$ cat src/rtl/lsu_ctrl.sv
// Load/store unit controller: sits between the ALU and data memory.
// Generates byte enables and lane-replicated store data, sign/zero-extends
// load data, and runs a req/ack handshake with an optional BUSY timeout.
// Optional feature: define LSU_MISALIGN_TRAP_EN to trap misaligned or
// undefined-size accesses instead of force-aligning them.
module lsu_ctrl #(
    parameter int MEM_AW      = 14,
    parameter int TIMEOUT_CYC = 255
) (
    input  logic              i_clk,
    input  logic              i_rst_n,
    input  logic              i_lsu_valid,
    input  logic              i_lsu_wren,
    input  logic [31:0]       i_lsu_addr,
    input  logic [31:0]       i_st_data,
    input  logic [2:0]        i_funct3,
    output logic              o_stall,
    output logic              o_done,
    output logic              o_err,
    output logic [31:0]       o_ld_data,
    output logic              o_mem_req,
    output logic              o_mem_we,
    output logic [MEM_AW-1:0] o_mem_addr,
    output logic [3:0]        o_mem_be,
    output logic [31:0]       o_mem_wdata,
    input  logic              i_mem_ack,
    input  logic [31:0]       i_mem_rdata
);

    // Counter only needs to reach TIMEOUT_CYC-1: expiry is the last BUSY cycle.
    localparam int CNT_W = (TIMEOUT_CYC > 1) ? $clog2(TIMEOUT_CYC) : 1;
    localparam logic [CNT_W-1:0] CNT_LAST =
        (TIMEOUT_CYC > 0) ? CNT_W'(TIMEOUT_CYC - 1) : '0;

    typedef enum logic [1:0] {
        ST_IDLE = 2'd0,
        ST_BUSY = 2'd1,
        ST_DONE = 2'd2
    } state_t;

    state_t            state_q, state_d;
    logic              start, fin_ok, fin_err;

    logic              we_q;
    logic [MEM_AW-1:0] addr_q;
    logic [3:0]        be_q;
    logic [31:0]       wdata_q;
    logic [2:0]        f3_q;
    logic [1:0]        lane_q;
    logic [CNT_W-1:0]  cnt_q;
    logic              err_q;
    logic [31:0]       ld_q;

    logic              is_b, is_h, bad_d;
    logic [1:0]        lane_d;
    logic [3:0]        be_d;
    logic [31:0]       wdata_d;
    logic [31:0]       rd_sh, ld_ext;

    // Upper address bits lie outside the memory window.
    logic unused_addr;
    assign unused_addr = &{1'b0, i_lsu_addr[31:MEM_AW+2]};

    // Request decode: aligned lane, byte enables, replicated store data, trap check.
    always_comb begin
        is_b    = (i_funct3[1:0] == 2'b00);
        is_h    = (i_funct3[1:0] == 2'b01);
        bad_d   = 1'b0;
        lane_d  = 2'b00;
        be_d    = 4'b1111;
        wdata_d = i_st_data;
        if (is_b) begin
            lane_d  = i_lsu_addr[1:0];
            be_d    = 4'b0001 << lane_d;
            wdata_d = {4{i_st_data[7:0]}};
        end else if (is_h) begin
            lane_d  = {i_lsu_addr[1], 1'b0};
            be_d    = 4'b0011 << lane_d;
            wdata_d = {2{i_st_data[15:0]}};
        end
`ifdef LSU_MISALIGN_TRAP_EN
        bad_d = (i_funct3 == 3'b011) || (i_funct3[2:1] == 2'b11) ||
                (is_h && i_lsu_addr[0]) ||
                (!is_b && !is_h && (i_lsu_addr[1:0] != 2'b00));
`endif
    end

    // Load alignment and extension from the latched lane and size.
    always_comb begin
        rd_sh = i_mem_rdata >> {lane_q, 3'b000};
        case (f3_q[1:0])
            2'b00:   ld_ext = f3_q[2] ? {24'h0, rd_sh[7:0]}
                                      : {{24{rd_sh[7]}}, rd_sh[7:0]};
            2'b01:   ld_ext = f3_q[2] ? {16'h0, rd_sh[15:0]}
                                      : {{16{rd_sh[15]}}, rd_sh[15:0]};
            default: ld_ext = rd_sh;
        endcase
    end

    // Next-state logic; ack takes priority over timeout expiry in the same cycle.
    always_comb begin
        state_d = state_q;
        start   = 1'b0;
        fin_ok  = 1'b0;
        fin_err = 1'b0;
        case (state_q)
            ST_IDLE: begin
                if (i_lsu_valid) begin
                    if (bad_d) begin
                        state_d = ST_DONE;
                        fin_err = 1'b1;
                    end else begin
                        state_d = ST_BUSY;
                        start   = 1'b1;
                    end
                end
            end
            ST_BUSY: begin
                if (i_mem_ack) begin
                    state_d = ST_DONE;
                    fin_ok  = 1'b1;
                end else if ((TIMEOUT_CYC > 0) && (cnt_q == CNT_LAST)) begin
                    state_d = ST_DONE;
                    fin_err = 1'b1;
                end
            end
            ST_DONE: state_d = ST_IDLE;
            default: state_d = ST_IDLE;
        endcase
    end

    // State register.
    always_ff @(posedge i_clk or negedge i_rst_n) begin
        if (!i_rst_n) state_q <= ST_IDLE;
        else          state_q <= state_d;
    end

    // Request latch, timeout counter, and completion results.
    always_ff @(posedge i_clk or negedge i_rst_n) begin
        if (!i_rst_n) begin
            we_q    <= 1'b0;
            addr_q  <= '0;
            be_q    <= '0;
            wdata_q <= '0;
            f3_q    <= '0;
            lane_q  <= '0;
            cnt_q   <= '0;
            err_q   <= 1'b0;
            ld_q    <= '0;
        end else begin
            if (start) begin
                we_q    <= i_lsu_wren;
                addr_q  <= i_lsu_addr[MEM_AW+1:2];
                be_q    <= be_d;
                wdata_q <= wdata_d;
                f3_q    <= i_funct3;
                lane_q  <= lane_d;
                cnt_q   <= '0;
            end else if ((state_q == ST_BUSY) && (TIMEOUT_CYC > 0)) begin
                cnt_q <= cnt_q + CNT_W'(1);
            end
            if (fin_ok) begin
                err_q <= 1'b0;
                if (!we_q) ld_q <= ld_ext;
            end
            if (fin_err) begin
                err_q <= 1'b1;
                ld_q  <= '0;
            end
        end
    end

    assign o_done      = (state_q == ST_DONE);
    assign o_mem_req   = (state_q == ST_BUSY);
    assign o_stall     = i_lsu_valid & ~o_done;
    assign o_err       = err_q;
    assign o_ld_data   = ld_q;
    assign o_mem_we    = we_q;
    assign o_mem_addr  = addr_q;
    assign o_mem_be    = be_q;
    assign o_mem_wdata = wdata_q;

endmodule

$ cat config.mk
export PLATFORM = sky130hd
export DESIGN_NAME = lsu_ctrl
export DESIGN_NICKNAME = d
export VERILOG_FILES = /design/src/rtl/lsu_ctrl.sv
export SDC_FILE = /design/constraint.sdc
export NUM_CORES = 1
export LEC_CHECK = 0
export CORE_ASPECT_RATIO = 1.2
export CORE_MARGIN = 3
export CORE_UTILIZATION = 43
export CTS_CLUSTER_DIAMETER = 80
export DETAILED_ROUTE_END_ITERATION = 16
export PLACE_DENSITY = 0.87
export SYNTH_ARGS = -nofsm -noshare
export SYNTH_HDL_FRONTEND = slang
export SYNTH_SLANG_ARGS = --single-unit
$ cat constraint.sdc
create_clock -name i_clk -period 2 [get_ports i_clk]
set_input_delay 0.6 -clock i_clk [delete_from_list [all_inputs] [get_ports i_clk]]
set_output_delay 0.6 -clock i_clk [all_outputs]
set_load 0.05 [all_outputs]
==> results of run 1 <==
[critical path, cell delays in order]
cell and delay, ps:
clkdlybuf4s50_1 450, mux4_2 490, and3b_2 290, a221oi_1 230, o2bb2ai_1 130
[logic make-up (layout without fill, tap and decap cells)]
| logic type | count (synthesis) | after routing | synth area share, % |
|---|---|---|---|
| compound gates | 103 | 103 | 15.4 |
| buf+inv | 32 | 231 | 3.31 |
| mux | 49 | 49 | 11.1 |
| xor+xnor | 1 | 1 | 0.189 |
| simple gates | 175 | 175 | 16.1 |
| fa+ha+maj | 2 | 2 | 0.538 |
| flops | 99 | 99 | 53.3 |
[metal layers]
metal	wire, µm	part of all wire, %
met4	315	2.3
met2	6760	50
met5	0	0
met1	5320	39
met3	1200	8.8
[power breakdown]
group,total [mW],internal [mW],switching [mW]
clock network,1.79,1.05,0.745
registers,3.34,2.79,0.553
logic,6.10,2.04,4.06
[Yosys cell counts, types with 2 or more instances]
cell type  instances
buf_1              2
a221o_1            6
mux2i_1           40
dfrtp_1           99
a221oi_1           8
nand4_1            3
nand3_1            5
buf_2              5
buf_4              2
clkbuf_1          18
o21ai_0           29
o2bb2ai_1          8
buf_6              2
nor2_1            42
a221o_2            2
nand2b_1           2
a22o_1             8
nand2_1          109
ha_1               2
a21oi_1           27
inv_1              2
o31ai_1            3
nor2b_1            3
mux2_2             7
a211o_1            8
[per-stage QoR]
| step | area (µm²) | instances | utilization [%] | hold slack [ps] |
|---|---|---|---|---|
| CTS | 6950 | 786 | 67.7 | 229 |
| global route | 6990 | 786 | 68.1 | 247 |
| floorplan | 4650 | 461 | - | 304 |
| global placement | 6600 | 770 | 64.3 | 455 |
| finish | 6990 | 786 | 68.1 | 217 |
| detailed placement | 6600 | 770 | 64.3 | 461 |
[flip-flops by register name, indices dropped and copies added (netlist names)]
name         cells
o_ld_data       32
o_mem_addr      14
cnt_q            8
o_mem_be         4
state_q          2
f3_q             3
o_mem_we         1
o_mem_wdata     32
lane_q           2
o_err            1
[cell type report]
class / instances / area, µm²
Timing Repair Buffer: 212 / 1940
Tap cell: 126 / 158
Multi-Input combinational cell: 330 / 2080
Fill cell: 771 / 3270
Inverter: 3 / 16.3
Clock buffer: 12 / 256
Sequential cell: 99 / 2480
Clock inverter: 4 / 56.3
[how the worst max path moves through the flow]
| stage | from | end | slack [ps] |
|---|---|---|---|
| 6_report | i_mem_rdata[15] | o_ld_data[11] | 20 |
| 4_1_cts | i_mem_rdata[23] | o_ld_data[11] | 4 |
| 3_3_place_gp | i_mem_ack | o_ld_data[8] | -570 |
| 2_1_floorplan | state_q[1] | o_stall | 30 |
| 5_1_grt | i_mem_rdata[15] | o_ld_data[11] | -20 |
| 3_5_place_dp | i_mem_ack | o_ld_data[8] | -670 |
[repair_timing]
action | in CTS | in global routing
gates cloned | 0 | 0
endpoints found under the hold margin | 0 | 0
setup endpoints to repair | 33 | 33
pin swaps | 0 | 1
resized for setup | 10 | 9
==> report_table.html, run 1 <==
<table>
<tr><th>Metric</th><th>Value</th></tr>
<tr><th colspan="2">Outcome</th></tr>
<tr><td>Run status</td><td>complete, no violations</td></tr>
<tr><th colspan="2">Power and ir drop</th></tr>
<tr><td>Areal power density over the cells</td><td>1610 mW/mm²</td></tr>
<tr><td>IR drop worst, VDD</td><td>1.04 mV</td></tr>
<tr><td>Leakage power total</td><td>3.33 nW</td></tr>
<tr><td>Post-layout power</td><td>11.2 mW</td></tr>
<tr><th colspan="2">Die</th></tr>
<tr><td>Ports</td><td>191</td></tr>
<tr><td>Floorplan die height</td><td>120 µm</td></tr>
<tr><td>Chip width</td><td>101 µm</td></tr>
<tr><td>Floorplan Core Area</td><td>0.0103 mm²</td></tr>
<tr><td>Row count</td><td>40</td></tr>
<tr><td>Die footprint</td><td>0.0121 mm²</td></tr>
<tr><td>Effective utilization at floorplan</td><td>45.3%</td></tr>
<tr><th colspan="2">Placed design</th></tr>
<tr><td>Input/output buffers</td><td>174</td></tr>
<tr><td>Post-Place Setup Slack</td><td>-667 ps</td></tr>
<tr><td>Final RePlAce weighted congestion</td><td>0.924</td></tr>
<tr><td>Final HPWL from detailed placement</td><td>10300 µm</td></tr>
<tr><th colspan="2">Logic synthesis</th></tr>
<tr><td>Syn_nets</td><td>567</td></tr>
<tr><td>Syn Std Cell Area</td><td>0.00465 mm²</td></tr>
<tr><td>Share of flip-flops with an asynchronous set or reset</td><td>100%</td></tr>
<tr><td>Gate Count Post-Synth</td><td>461</td></tr>
<tr><td>Proportion of synthesized chip area in sequential cells</td><td>53.3%</td></tr>
<tr><td>Syn Area/Cell</td><td>10.1 µm²</td></tr>
<tr><td>Predominant post-synthesis flop cell</td><td>dfrtp_1</td></tr>
<tr><td>Yosys reg bits</td><td>99</td></tr>
<tr><td>Largest cells by area after synthesis</td><td>dfrtp_1 53%, nand2_1 8.8%, mux2i_1 8.6%, nor2_1 3.4%, o21ai_0 3.1%</td></tr>
<tr><td>EDFF count, synth</td><td>0</td></tr>
<tr><td>Number of warnings reported in the yosys synthesis log</td><td>0</td></tr>
<tr><td>Post-synth top area share</td><td>53.3%</td></tr>
<tr><td>Area leader, netlist</td><td>dfrtp_1</td></tr>
<tr><td>Count of different cell masters after synthesis</td><td>44</td></tr>
<tr><th colspan="2">Drt</th></tr>
<tr><td>Iteration-0 DRC Markers</td><td>151</td></tr>
<tr><td>Residual antenna-violating net count after detailed routing</td><td>0</td></tr>
<tr><td>DRC viols</td><td>0</td></tr>
<tr><td>Drt via density</td><td>5.48</td></tr>
<tr><td>Routed Wire Length</td><td>13600 µm</td></tr>
<tr><td>Number of detailed-route iterations in the first pass</td><td>5</td></tr>
<tr><td>Routed length per instance</td><td>17.3 µm</td></tr>
<tr><td>Vias</td><td>4311</td></tr>
<tr><th colspan="2">Clocking</th></tr>
<tr><td>Clock-pin slew reported for the worst setup and hold paths after clock tree synthesis</td><td>70 ps</td></tr>
<tr><td>Number of buffers added to fix hold violations after cts</td><td>0</td></tr>
<tr><td>CTS root buffer</td><td>clkbuf_16</td></tr>
<tr><td>Count of clock tree sinks</td><td>99</td></tr>
<tr><td>Longest Clk Path Bufs</td><td>2</td></tr>
<tr><td>Htree depth</td><td>3</td></tr>
<tr><td>CTS Buf Count</td><td>9</td></tr>
<tr><td>TritonCTS clock tree</td><td>built</td></tr>
<tr><td>Number of setup buffers added after CTS</td><td>0</td></tr>
<tr><td>Clock Latency Late Sink</td><td>340 ps</td></tr>
<tr><th colspan="2">Global route</th></tr>
<tr><td>Total routing usage reported by global routing</td><td>22.5%</td></tr>
<tr><td>Largest net degree at the start of global routing</td><td>44</td></tr>
<tr><td>Number of global-route vias before repair</td><td>4399</td></tr>
<tr><td>Antenna violations before repair</td><td>0</td></tr>
<tr><td>Grt total ovfl</td><td>0</td></tr>
<tr><td>Routing usage on met2</td><td>38.3%</td></tr>
<tr><td>GR met3 Demand/Resource</td><td>5.12%</td></tr>
<tr><td>Wire length of the first global-routing pass</td><td>21800 µm</td></tr>
<tr><td>GR met1 Demand/Resource</td><td>27.3%</td></tr>
<tr><td>Global routing's busiest layer</td><td>met2</td></tr>
<tr><th colspan="2">Finish</th></tr>
<tr><td>Layout overhead on the synthesized area</td><td>50.3%</td></tr>
<tr><td>Ratio of cells with drive above 1 in the final layout</td><td>25.6%</td></tr>
<tr><td>Antenna diodes</td><td>0</td></tr>
<tr><td>Final net count</td><td>761</td></tr>
<tr><td>Top library cells by usage in the layout, fill and taps aside</td><td>114 x buf_4, 108 x nand2_1, 99 x dfrtp_1</td></tr>
<tr><td>Leading cell type in the layout, fill and taps excluded</td><td>buf_4</td></tr>
<tr><th colspan="2">Timing</th></tr>
<tr><td>Slew of the pin with the lowest slew margin</td><td>707 ps</td></tr>
<tr><td>Endpoints failing hold</td><td>0</td></tr>
<tr><td>Tightest slew margin relative to the limit</td><td>52.8%</td></tr>
<tr><td>Endpoints failing setup</td><td>0</td></tr>
<tr><td>RSZ-0062 raised after global routing</td><td>true</td></tr>
<tr><td>Final min period</td><td>1980 ps</td></tr>
<tr><td>Summed negative setup slack over all endpoints</td><td>0 ps</td></tr>
<tr><td>Max-slew violation count</td><td>0</td></tr>
<tr><td>Final period utilization</td><td>99.1%</td></tr>
<tr><td>Highest Clock Rate</td><td>0.505 GHz</td></tr>
<tr><td>Worst-case clock skew</td><td>9.77 ps</td></tr>
<tr><td>Final critical-path setup slack</td><td>18.5 ps</td></tr>
<tr><th colspan="2">Job</th></tr>
<tr><td>MaxCap Viol Count</td><td>0</td></tr>
<tr><th colspan="2">Worst setup path</th></tr>
<tr><td>Crit path required time</td><td>2210 ps</td></tr>
<tr><td>WP data arrival</td><td>2200 ps</td></tr>
<tr><td>Number of cells on the worst reg-to-reg path</td><td>6</td></tr>
<tr><td>Launching point of the worst reg2reg path</td><td>lane_q[1]</td></tr>
<tr><td>Type of element capturing the critical path</td><td>flip-flop</td></tr>
<tr><td>Worst r2r dst</td><td>o_ld_data[2]</td></tr>
<tr><td>Max FO, Critical Path</td><td>8</td></tr>
<tr><td>Critical Setup Path Class</td><td>input port to flip-flop</td></tr>
<tr><td>Kind of start point of the critical path</td><td>input port</td></tr>
<tr><td>Setup slack of the most critical reg-to-reg path</td><td>150 ps</td></tr>
<tr><th colspan="2">Hold path</th></tr>
<tr><td>HP Class</td><td>input port to asynchronous set/reset pin</td></tr>
</table>
(Power assumes the default switching activity.)
==> run 2, diff against run 1 <==
- CAP_MARGIN: default -> 40
==> report_table.html, run 2 (synthesized netlist as in run 1, its figures left out) <==
<table>
<tr><th>Metric</th><th>Value</th></tr>
<tr><th colspan="2">Finish</th></tr>
<tr><td>Antenna diodes</td><td>0</td></tr>
<tr><td>Top library cells by usage in the layout, fill and taps aside</td><td>114 x buf_4, 108 x nand2_1, 99 x dfrtp_1</td></tr>
<tr><td>Final net count</td><td>763</td></tr>
<tr><td>Ratio of cells with drive above 1 in the final layout</td><td>26.2%</td></tr>
<tr><td>Leading cell type in the layout, fill and taps excluded</td><td>buf_4</td></tr>
<tr><td>Layout overhead on the synthesized area</td><td>50.9%</td></tr>
<tr><td>Area of all placed cells without fillers</td><td>0.00701 mm²</td></tr>
<tr><th colspan="2">Placed design</th></tr>
<tr><td>Input/output buffers</td><td>174</td></tr>
<tr><td>Post-Place Setup Slack</td><td>-502 ps</td></tr>
<tr><td>Final RePlAce weighted congestion</td><td>0.924</td></tr>
<tr><td>Placed instance area</td><td>0.00662 mm²</td></tr>
<tr><td>Final HPWL from detailed placement</td><td>10400 µm</td></tr>
<tr><th colspan="2">Drt</th></tr>
<tr><td>Routed length per instance</td><td>17.4 µm</td></tr>
<tr><td>DRC viols</td><td>0</td></tr>
<tr><td>Drt via density</td><td>5.44</td></tr>
<tr><td>Vias</td><td>4278</td></tr>
<tr><td>Residual antenna-violating net count after detailed routing</td><td>0</td></tr>
<tr><td>Number of detailed-route iterations in the first pass</td><td>4</td></tr>
<tr><td>Iteration-0 DRC Markers</td><td>197</td></tr>
<tr><td>Routed Wire Length</td><td>13700 µm</td></tr>
<tr><th colspan="2">Global route</th></tr>
<tr><td>Wire length of the first global-routing pass</td><td>22000 µm</td></tr>
<tr><td>Grt total ovfl</td><td>0</td></tr>
<tr><td>Largest net degree at the start of global routing</td><td>44</td></tr>
<tr><td>Total routing usage reported by global routing</td><td>22.6%</td></tr>
<tr><td>Number of global-route vias before repair</td><td>4496</td></tr>
<tr><td>Antenna violations before repair</td><td>0</td></tr>
<tr><th colspan="2">Worst setup path</th></tr>
<tr><td>Slowest cell delay on critical path</td><td>480 ps</td></tr>
<tr><td>Type of element capturing the critical path</td><td>flip-flop</td></tr>
<tr><td>Crit path required time</td><td>2220 ps</td></tr>
<tr><td>Worst r2r dst</td><td>o_ld_data[0]</td></tr>
<tr><td>Critical Setup Path Class</td><td>input port to flip-flop</td></tr>
<tr><td>Setup slack of the most critical reg-to-reg path</td><td>110 ps</td></tr>
<tr><td>WP data arrival</td><td>2180 ps</td></tr>
<tr><td>Max FO, Critical Path</td><td>8</td></tr>
<tr><td>Highest-delay cell along the critical path</td><td>mux4_2</td></tr>
<tr><td>CP Cell Sequence</td><td>clkdlybuf4s50_1, mux4_2, and3b_2, a221oi_2, o2bb2ai_1</td></tr>
<tr><td>Critical path launch point</td><td>i_mem_rdata[15]</td></tr>
<tr><td>Critical path capture point</td><td>o_ld_data[11]</td></tr>
<tr><td>Kind of start point of the critical path</td><td>input port</td></tr>
<tr><td>Number of cells on the worst reg-to-reg path</td><td>6</td></tr>
<tr><td>Launching point of the worst reg2reg path</td><td>lane_q[1]</td></tr>
<tr><th colspan="2">Die</th></tr>
<tr><td>Chip width</td><td>101 µm</td></tr>
<tr><td>Effective utilization at floorplan</td><td>45.3%</td></tr>
<tr><td>Ports</td><td>191</td></tr>
<tr><td>Floorplan die height</td><td>120 µm</td></tr>
<tr><td>Floorplan Core Area</td><td>0.0103 mm²</td></tr>
<tr><td>Die footprint</td><td>0.0121 mm²</td></tr>
<tr><td>Row count</td><td>40</td></tr>
<tr><th colspan="2">Timing</th></tr>
<tr><td>Post-Route Hold Slack</td><td>216 ps</td></tr>
<tr><td>Slew of the pin with the lowest slew margin</td><td>819 ps</td></tr>
<tr><td>Endpoints failing hold</td><td>0</td></tr>
<tr><td>Summed negative setup slack over all endpoints</td><td>0 ps</td></tr>
<tr><td>Highest Clock Rate</td><td>0.509 GHz</td></tr>
<tr><td>Final min period</td><td>1960 ps</td></tr>
<tr><td>Final period utilization</td><td>98.2%</td></tr>
<tr><td>Endpoints failing setup</td><td>0</td></tr>
<tr><td>Max-slew violation count</td><td>0</td></tr>
<tr><td>Worst-case clock skew</td><td>10.3 ps</td></tr>
<tr><td>Final critical-path setup slack</td><td>35.2 ps</td></tr>
<tr><td>Tightest slew margin relative to the limit</td><td>45.2%</td></tr>
<tr><th colspan="2">Power and ir drop</th></tr>
<tr><td>Leakage power total</td><td>3.34 nW</td></tr>
<tr><td>Areal power density over the cells</td><td>1600 mW/mm²</td></tr>
<tr><td>Post-layout power</td><td>11.2 mW</td></tr>
<tr><td>IR drop worst, VDD</td><td>0.903 mV</td></tr>
<tr><th colspan="2">Clocking</th></tr>
<tr><td>Htree depth</td><td>3</td></tr>
<tr><td>Clock Latency Late Sink</td><td>340 ps</td></tr>
<tr><td>CTS root buffer</td><td>clkbuf_16</td></tr>
<tr><td>Number of buffers added to fix hold violations after cts</td><td>0</td></tr>
<tr><td>Longest Clk Path Bufs</td><td>2</td></tr>
<tr><td>TritonCTS clock tree</td><td>built</td></tr>
<tr><td>CTS Buf Count</td><td>9</td></tr>
<tr><td>Count of clock tree sinks</td><td>99</td></tr>
<tr><td>Clock-pin slew reported for the worst setup and hold paths after clock tree synthesis</td><td>70 ps</td></tr>
<tr><th colspan="2">Hold path</th></tr>
<tr><td>HP Class</td><td>input port to asynchronous set/reset pin</td></tr>
<tr><th colspan="2">Outcome</th></tr>
<tr><td>Run status</td><td>complete, no violations</td></tr>
<tr><th colspan="2">Job</th></tr>
<tr><td>MaxCap Viol Count</td><td>0</td></tr>
</table>
-- run 2: report_power, final --
group	switching, mW	internal (mW)
Clock	0.723	1.04
Combinational	4.09	2.07
Sequential	0.543	2.79
Total	5.35	5.89
-- run 2: worst min-delay path by stage --
stage                         to        start  cells after the start  slack, ps
floorplan               cnt_q[0]      i_rst_n                      0        300
global placement     o_mem_be[0]  o_mem_be[0]                      2        460
detailed placement   o_mem_be[0]  o_mem_be[0]                      2        460
CTS                 o_ld_data[1]      i_rst_n                      1        230
global route        o_ld_data[1]      i_rst_n                      1        240
finish                  cnt_q[6]      i_rst_n                      1        220
-- run 2: what timing repair did --
action / in CTS / in global routing
gates resized for setup: 9 / 13
endpoints found under the setup margin: 11 / 26
pin swaps: 0 / 5
hold endpoints to repair: 0 / 0
buffers inserted: 0 / 1
-- run 2: metal layers --
metal / GRT usage (%) / share of wire [%] / up-vias
li1: - / - / 2009
met1: 26.7 / 38 / 2074
met2: 38.5 / 50 / 174
met3: 6.40 / 8.9 / 21
met4: 8.65 / 2.2 / 0
met5: 0 / 0 / -
-- run 2: area by class of cell --
cell class	count	area, µm²
Tap cell	126	158
Sequential cell	99	2480
Clock buffer	12	256
Fill cell	750	3250
Timing Repair Buffer	214	1960
Clock inverter	3	46.3
Multi-Input combinational cell	330	2100
Inverter	3	16.3
-- run 2: stage by stage --
| stage | instances | util, % |
|---|---|---|
| 3_3_place_gp | 770 | 64.3 |
| 3_5_place_dp | 771 | 64.5 |
| 6_report | 787 | 68.4 |
| 2_1_floorplan | 461 | - |
| 5_1_grt | 787 | 68.4 |
| 4_1_cts | 786 | 67.7 |
-- run 2: worst max-delay path: cells and delay by family --
kind            cells  cell delay (ps)
simple gates        1              310
compound gates      2              340
mux                 1              480
buf+inv             1              450
